File: config.mk
export PLATFORM = sky130hd
export DESIGN_NAME = mips_cpu_muldiv
export DESIGN_NICKNAME = d
export VERILOG_FILES = /design/src/rtl/mips_cpu_pkg.sv /design/src/rtl/mips_cpu_muldiv.sv
export SDC_FILE = /design/constraint.sdc
export NUM_CORES = 1
export LEC_CHECK = 0
export ABC_CLOCK_PERIOD_IN_PS = 9400
export BUFFER_PORTS_ARGS = -buffer_cell sky130_fd_sc_hd__buf_2
export CAP_MARGIN = 10
export CORE_ASPECT_RATIO = 0.9
export CORE_UTILIZATION = 55
export DETAILED_ROUTE_END_ITERATION = 10
export PLACE_DENSITY = 0.75
export REMOVE_ABC_BUFFERS = 1
export SLEW_MARGIN = 5
export SYNTH_ARGS = -nofsm -noshare
export SYNTH_HDL_FRONTEND = slang
export SYNTH_SLANG_ARGS = --single-unit
File: constraint.sdc
create_clock -name i_clk -period 9.4 [get_ports i_clk]
set_clock_uncertainty 0.15 [all_clocks]
set_input_delay 1.88 -clock i_clk [delete_from_list [all_inputs] [get_ports i_clk]]
set_output_delay 1.88 -clock i_clk [all_outputs]
set_load 0.05 [all_outputs]
File: src/rtl/mips_cpu_pkg.sv
// Shared MIPS core types: mul/div op codes, mul/div sequencer states and the
// sign fix-up helper used when results leave the iterative datapath.
package mips_cpu_pkg;

    typedef enum logic [2:0] {
        MD_MULT  = 3'b000,
        MD_MULTU = 3'b001,
        MD_DIV   = 3'b010,
        MD_DIVU  = 3'b011,
        MD_MTHI  = 3'b100,
        MD_MTLO  = 3'b101,
        MD_NOP   = 3'b110
    } muldiv_op_t;

    typedef enum logic [1:0] {
        IDLE = 2'd0,
        RUN  = 2'd1,
        FIX  = 2'd2
    } md_state_t;

    localparam int MD_OP_W   = 3;
    // Widest operand the shared negate can serve; product needs 2*WIDTH < 2*MD_MAX_W.
    localparam int MD_MAX_W  = 64;
    localparam logic [2*MD_MAX_W-1:0] MD_ONE = {{(2*MD_MAX_W-1){1'b0}}, 1'b1};

    // Conditional two's-complement negate, zero-extend narrower values into it.
    function automatic logic [2*MD_MAX_W-1:0] md_cneg(input logic neg,
                                                     input logic [2*MD_MAX_W-1:0] val);
        return neg ? (~val + MD_ONE) : val;
    endfunction

endpackage

File: src/rtl/mips_cpu_muldiv.sv
// Iterative multiply/divide unit with architectural HI/LO for the MIPS core.
// Magnitudes are iterated unsigned (shift-add / restoring divide); signs are fixed in FIX.
//
//   state | meaning
//   IDLE  | ready for an op; MTHI/MTLO/NOP complete here in one cycle
//   RUN   | WIDTH unsigned iterations on the magnitudes, one per cycle
//   FIX   | sign correction applied, HI/LO written on the leaving edge
module mips_cpu_muldiv
    import mips_cpu_pkg::*;
#(
    parameter int WIDTH = 32,
    parameter int OP_W  = MD_OP_W
) (
    input  logic             i_clk,
    input  logic             i_rst_n,
    input  logic             i_op_valid,
    output logic             o_op_ready,
    input  logic [OP_W-1:0]  i_op,
    input  logic [WIDTH-1:0] i_a,
    input  logic [WIDTH-1:0] i_b,
    input  logic             i_abort,
    output logic             o_busy,
    output logic             o_done,
    output logic [WIDTH-1:0] o_hi,
    output logic [WIDTH-1:0] o_lo
);

    localparam int CNT_W = $clog2(WIDTH + 1);
    localparam logic [CNT_W-1:0] CNT_ONE = {{(CNT_W-1){1'b0}}, 1'b1};
    localparam logic [WIDTH-1:0] ONE_W   = {{(WIDTH-1){1'b0}}, 1'b1};

    md_state_t            r_state;
    md_state_t            w_next;
    logic [CNT_W-1:0]     r_cnt;
    logic                 r_is_div;
    logic                 r_neg_q;
    logic                 r_neg_r;
    logic [WIDTH-1:0]     r_m;
    logic [2*WIDTH-1:0]   r_acc;
    logic [WIDTH-1:0]     r_hi;
    logic [WIDTH-1:0]     r_lo;
    logic                 r_done;

    logic                 w_accept;
    logic                 w_start;
    logic                 w_iter;
    logic                 w_fix_wr;
    logic                 w_wr_hi;
    logic                 w_wr_lo;

    logic                 w_is_md;
    logic                 w_is_div;
    logic                 w_is_signed;
    logic                 w_a_neg;
    logic                 w_b_neg;
    logic                 w_b_zero;
    logic [WIDTH-1:0]     w_a_mag;
    logic [WIDTH-1:0]     w_b_mag;

    logic [WIDTH:0]       w_mul_sum;
    logic [WIDTH:0]       w_rem_sh;
    logic [WIDTH:0]       w_rem_dif;
    logic [2*WIDTH-1:0]   w_step;

    logic [2*MD_MAX_W-1:0] w_p_in;
    logic [2*MD_MAX_W-1:0] w_q_in;
    logic [2*MD_MAX_W-1:0] w_r_in;
    logic [2*MD_MAX_W-1:0] w_p_ext;
    logic [2*MD_MAX_W-1:0] w_q_ext;
    logic [2*MD_MAX_W-1:0] w_r_ext;
    logic [WIDTH-1:0]      w_res_hi;
    logic [WIDTH-1:0]      w_res_lo;
    logic                  w_unused_bits;

    assign w_is_md     = ~i_op[2];
    assign w_is_div    = i_op[1];
    assign w_is_signed = ~i_op[0];
    assign w_a_neg     = w_is_signed & i_a[WIDTH-1];
    assign w_b_neg     = w_is_signed & i_b[WIDTH-1];
    assign w_b_zero    = (i_b == '0);
    assign w_a_mag     = w_a_neg ? (~i_a + ONE_W) : i_a;
    assign w_b_mag     = w_b_neg ? (~i_b + ONE_W) : i_b;

    // ---------------- FSM: state register ----------------
    always_ff @(posedge i_clk or negedge i_rst_n) begin
        if (!i_rst_n) begin
            r_state <= IDLE;
        end else begin
            r_state <= w_next;
        end
    end

    // ---------------- FSM: next state ----------------
    always_comb begin
        w_next = r_state;
        case (r_state)
            IDLE: begin
                if (w_start) begin
                    w_next = RUN;
                end
            end
            RUN: begin
                if (i_abort) begin
                    w_next = IDLE;
                end else if (r_cnt == CNT_ONE) begin
                    w_next = FIX;
                end
            end
            FIX:     w_next = IDLE;
            default: w_next = IDLE;
        endcase
    end

    // ---------------- FSM: outputs ----------------
    // Abort in IDLE blocks the accept so a squashed op never takes effect.
    always_comb begin
        o_busy     = (r_state != IDLE);
        o_op_ready = (r_state == IDLE);
        w_accept   = i_op_valid && (r_state == IDLE) && !i_abort;
        w_start    = w_accept && w_is_md;
        w_wr_hi    = w_accept && (i_op == MD_MTHI);
        w_wr_lo    = w_accept && (i_op == MD_MTLO);
        w_iter     = (r_state == RUN) && !i_abort;
        w_fix_wr   = (r_state == FIX) && !i_abort;
    end

    // One iteration: multiply adds into the upper half and shifts right;
    // divide shifts the partial remainder left and subtracts when it fits.
    always_comb begin
        w_mul_sum = {1'b0, r_acc[2*WIDTH-1:WIDTH]} + (r_acc[0] ? {1'b0, r_m} : '0);
        w_rem_sh  = {r_acc[2*WIDTH-1:WIDTH], r_acc[WIDTH-1]};
        w_rem_dif = w_rem_sh - {1'b0, r_m};
        if (r_is_div) begin
            if (w_rem_dif[WIDTH]) begin
                w_step = {w_rem_sh[WIDTH-1:0], r_acc[WIDTH-2:0], 1'b0};
            end else begin
                w_step = {w_rem_dif[WIDTH-1:0], r_acc[WIDTH-2:0], 1'b1};
            end
        end else begin
            w_step = {w_mul_sum, r_acc[WIDTH-1:1]};
        end
    end

    always_comb begin
        w_p_in = '0;
        w_q_in = '0;
        w_r_in = '0;
        w_p_in[2*WIDTH-1:0] = r_acc;
        w_q_in[WIDTH-1:0]   = r_acc[WIDTH-1:0];
        w_r_in[WIDTH-1:0]   = r_acc[2*WIDTH-1:WIDTH];
        w_p_ext = md_cneg(r_neg_q, w_p_in);
        w_q_ext = md_cneg(r_neg_q, w_q_in);
        w_r_ext = md_cneg(r_neg_r, w_r_in);
        if (r_is_div) begin
            w_res_hi = w_r_ext[WIDTH-1:0];
            w_res_lo = w_q_ext[WIDTH-1:0];
        end else begin
            w_res_hi = w_p_ext[2*WIDTH-1:WIDTH];
            w_res_lo = w_p_ext[WIDTH-1:0];
        end
    end

    assign w_unused_bits = ^{w_p_ext[2*MD_MAX_W-1:2*WIDTH],
                             w_q_ext[2*MD_MAX_W-1:WIDTH],
                             w_r_ext[2*MD_MAX_W-1:WIDTH]};

    // Divide by zero iterates to quotient all-ones and remainder |a|; clearing the
    // quotient sign leaves lo all-ones and the remainder sign restores hi = a.
    always_ff @(posedge i_clk or negedge i_rst_n) begin
        if (!i_rst_n) begin
            r_cnt    <= '0;
            r_is_div <= 1'b0;
            r_neg_q  <= 1'b0;
            r_neg_r  <= 1'b0;
            r_m      <= '0;
            r_acc    <= '0;
            r_hi     <= '0;
            r_lo     <= '0;
            r_done   <= 1'b0;
        end else begin
            r_done <= w_fix_wr;
            if (w_start) begin
                r_cnt    <= CNT_W'(WIDTH);
                r_is_div <= w_is_div;
                r_neg_q  <= (w_a_neg ^ w_b_neg) & ~(w_is_div & w_b_zero);
                r_neg_r  <= w_is_div & w_a_neg;
                r_m      <= w_is_div ? w_b_mag : w_a_mag;
                r_acc    <= {{WIDTH{1'b0}}, (w_is_div ? w_a_mag : w_b_mag)};
            end else if (w_iter) begin
                r_cnt <= r_cnt - CNT_ONE;
                r_acc <= w_step;
            end
            if (w_fix_wr) begin
                r_hi <= w_res_hi;
                r_lo <= w_res_lo;
            end else begin
                if (w_wr_hi) begin
                    r_hi <= i_a;
                end
                if (w_wr_lo) begin
                    r_lo <= i_a;
                end
            end
        end
    end

    assign o_done = r_done;
    assign o_hi   = r_hi;
    assign o_lo   = r_lo;

endmodule
==> results.txt <==
The flow ran to the end, and the final reports show no timing, DRC or antenna violations. The library cells used most frequently in the layout, excluding fill and tap cells, are 210 x sky130_fd_sc_hd__o21ai_0, 202 x sky130_fd_sc_hd__nand2_1, 171 x sky130_fd_sc_hd__dfrtp_1. The die is 176 microns wide. STA classifies the critical path startpoint as an input pin.

Pin placement for this block handled 138 I/O pins. Data on the critical path arrives at its endpoint at 5.44 ns. The worst hold path was traced through 2 stages. For the final-report hold violation count, the log shows 0. Across all register-to-register paths, the minimum setup slack is 4.46 ns.

The number of setup buffers added after CTS is 0. The via count was 14800. The routed length per placed instance was 20.3 microns; the number of cell rows was 57.

The run gives 11.6% as the worst slew margin relative to its limit. The prevailing post-synth register cell was sky130_fd_sc_hd__dfrtp_1. Startpoint of the most critical register-to-register path: r_acc[0]. The worst-margin pin slew came out at 1.32 ns. The number of cells on the worst reg-to-reg path is 10.

TritonCTS built the clock tree. The sum of negative setup slack is 0 ns, and the number of maximum-capacitance violations is 0. End point of the most critical hold path: r_m[16]. The via count of the first global-routing pass is 13600.

The worst path needs 5.24 ns of the cycle, external delays included. Entering global routing, the biggest net connects 78 pins. Counting every instance in the synthesized netlist gives 1904. Sequential cells were found to cover 28.6% of the synthesized design area.

The final clock period utilization by the worst path came out at 55.7%. The proportion of synthesized flip-flops having asynchronous set or reset is 100%, and the overall track demand over capacity in global routing is 33.7%. During synthesis, Yosys emitted a total of 0 warnings. In the final design database the tool counted 2109 nets. The core region area was 27000 sq um; the filler cell count in the final layout was 2405. The smallest hold slack was 0.337 ns; the total placed cells including tap cells was 2301. The run gives 0 as the post-CTS resize count. Leaving out filler cells and counting taps, the final layout contains 2333. The layout overhead on the synthesized area is 9.82%, and the synthesized flop and latch total is 172. Using the TritonRoute via totals, the vias-per-cell ratio works out to 6.35.

The cell at the root of the clock tree is sky130_fd_sc_hd__clkbuf_16. For the number of inserted diodes, the log shows 0. The run gives 0 as the initial antenna violation count.

The maximum clock frequency was 191 MHz; the final weighted congestion of routability-driven global placement was 0.948. The vertical die dimension works out to 159 microns. Source of the worst hold timing path: r_m[16]. STA classifies the critical path endpoint as a flip-flop. The run gives 9.61 ns as the data required time at the worst endpoint. The floorplan step defined a die boundary enclosing 28100 sq um. Number of remaining DRC errors: 0. For the max-slew violation count, the log shows 0. Power per standard cell area: 302 nW/um^2. The ratio of cells with drive above 1 in the final layout was 11.7%. Synthesis instantiated 77 different standard cells from the library. The tools report the number of H-tree levels as 4. The first global-routing pass estimated 74600 microns of wire.

The worst-path maximum fanout is 5, and the worst-case vdd ir drop is 149 uV. The category of the critical setup timing path was input pin to flip-flop. The worst hold path class was flip-flop to flip-flop. The number of buffers created by CTS came out at 17.

The total congestion overflow was 0. For the cell area after synthesis, the log shows 15100 sq um. In this run the critical register-to-register path is captured at o_hi[8]. After detailed routing, the met3 layer carries 3670 microns of wire. Setup repair after global routing left no endpoint under its margin. At the later pin of the worst-skew pair, clock insertion delay measures 0.44 ns. The hold buffer count at cts is 0.

Clock-pin slew was measured on the worst setup and hold paths at 0.07 ns. The count of port buffers added during placement was 137; the number of flops mapped to enable cells by yosys was 0. The first detailed-routing pass took 8 iterations.

Setup violations remaining at the end of the flow were counted as 0. The run gives 47400 microns as the final wirelength. The placed wire-length estimate after detailed placement is 35300 microns, and the mean instance size in the synthesized netlist is 7.91 sq um. For this configuration, the core starts out at a cell density of 55.9%. The count of nets left with antenna violations once routing finished came out at 0. The met2 wire length was 21300 microns. The commonest non-fill, non-tap cell in the layout was sky130_fd_sc_hd__o21ai_0. The highest routed metal layer was met4.

The wire length on met1 is 20900 microns, and the total number of clock tree sinks is 172. The analysis attributes to cell leakage a power of 7.25 nW. The clock passes through at most 2 buffers. The initial detailed-routing violation count came out at 1672.
-- how the worst max path moves through the flow --
stage	from	depth (start not counted)	slack (ns)	endpoint
global placement	i_b[0]	11	4.02	r_acc[28]
floorplan	i_abort	2	0.43	o_hi[0]
CTS	i_b[0]	11	4.36	r_acc[28]
global route	i_b[1]	12	4.06	r_acc[30]
finish	i_b[0]	11	4.16	r_acc[28]
detailed placement	i_b[0]	11	3.93	r_acc[28]
-- metrics by stage --
| stage | util [%] | instance area, sq um | setup slack (ns) | total power [mW] |
|---|---|---|---|---|
| 3_3_place_gp | 59.2 | 16000 | 4.02 | 4.13 |
| 4_1_cts | 61.4 | 16500 | 4.36 | 4.94 |
| 3_5_place_dp | 59.2 | 16000 | 3.93 | 4.18 |
| 6_report | 61.4 | 16500 | 4.16 | 4.99 |
| 5_1_grt | 61.4 | 16500 | 4.06 | 5.33 |
| 2_1_floorplan | - | 14600 | 0.429 | 3.43 |
-- cells by family after synthesis --
family,after synthesis,synth area share (%)
AO/OA/AOI/OAI,600,24.7
AND/OR/NAND/NOR,580,18.0
buffers and inverters,191,4.85
XOR/XNOR,175,10.2
flip-flops,172,28.6
multiplexers,114,7.66
adder cells (fa/ha/maj),72,6.08
-- layer usage --
layer / global-route usage, % / vias to the layer above
met1: 48.0 / 7070
met3: 4.37 / 86
li1: - / 6993
met5: 0 / -
met4: 11.6 / 0
met2: 52.4 / 675
-- critical path, stage by stage --
cell and delay (ns):
sky130_fd_sc_hd__buf_2 0.13, sky130_fd_sc_hd__inv_1 0.06, sky130_fd_sc_hd__ha_1 0.18, sky130_fd_sc_hd__or4b_2 0.66
sky130_fd_sc_hd__nor4_1 0.77, sky130_fd_sc_hd__nand3_1 0.40, sky130_fd_sc_hd__nor4b_1 0.58, sky130_fd_sc_hd__nor2_1 0.10
sky130_fd_sc_hd__xnor2_1 0.18, sky130_fd_sc_hd__a221o_1 0.35, sky130_fd_sc_hd__a31oi_1 0.15
-- cell type report --
type                    count  area, sq um  area share (%)
repair buffers            157          842            5.09
inverters                  77          289            1.75
clock inverters            15          170            1.03
multi-input cells        1541        10100            60.9
clock buffers              17          425            2.57
well taps                 354          443            2.68
flip-flops and latches    172         4310            26.0
-- synthesized netlist by cell type, types with 10 or more instances --
cell                       number  area share [%]
sky130_fd_sc_hd__nand3_1       27            0.90
sky130_fd_sc_hd__nor3_1        35             1.2
sky130_fd_sc_hd__inv_1         77             1.9
sky130_fd_sc_hd__a211oi_1      18            0.90
sky130_fd_sc_hd__xor2_1        72             4.2
sky130_fd_sc_hd__o21ai_0      210             7.0
sky130_fd_sc_hd__nand2_1      203             5.1
sky130_fd_sc_hd__nor2_1       169             4.2
sky130_fd_sc_hd__nand2b_1      15            0.62
sky130_fd_sc_hd__o221ai_1      18             1.0
sky130_fd_sc_hd__mux2_2        10            0.75
sky130_fd_sc_hd__a22oi_1       17            0.85
sky130_fd_sc_hd__nor4_1        22            0.91
sky130_fd_sc_hd__nor2b_1       22            0.91
sky130_fd_sc_hd__buf_1         11            0.27
sky130_fd_sc_hd__a31oi_1       20            0.83
sky130_fd_sc_hd__clkbuf_1      97             2.4
sky130_fd_sc_hd__xnor2_1      103             6.0
sky130_fd_sc_hd__o211ai_1      47             2.3
sky130_fd_sc_hd__or3_1         16            0.66
sky130_fd_sc_hd__o31ai_1       21             1.0
sky130_fd_sc_hd__a21oi_1      149             4.9
sky130_fd_sc_hd__ha_1          70             5.8
sky130_fd_sc_hd__dfrtp_1      172              29
sky130_fd_sc_hd__a21o_1        17            0.85
sky130_fd_sc_hd__mux2i_1      104             6.9
-- flip-flops by register name (all words and copies together), names as in the netlist --
name / count
r_acc: 64
o_hi: 32
o_lo: 32
r_m: 32
r_cnt: 6
r_state: 2
o_done: 1
r_is_div: 1
r_neg_q: 1
r_neg_r: 1
-- power by group --
part / total, mW / switching [mW] / internal (mW)
Sequential: 1.34 / 0.359 / 0.979
Clock: 0.745 / 0.363 / 0.382
Combinational: 2.91 / 1.83 / 1.08
Total: 4.99 / 2.55 / 2.44
Power figures use the tool's default switching activity.
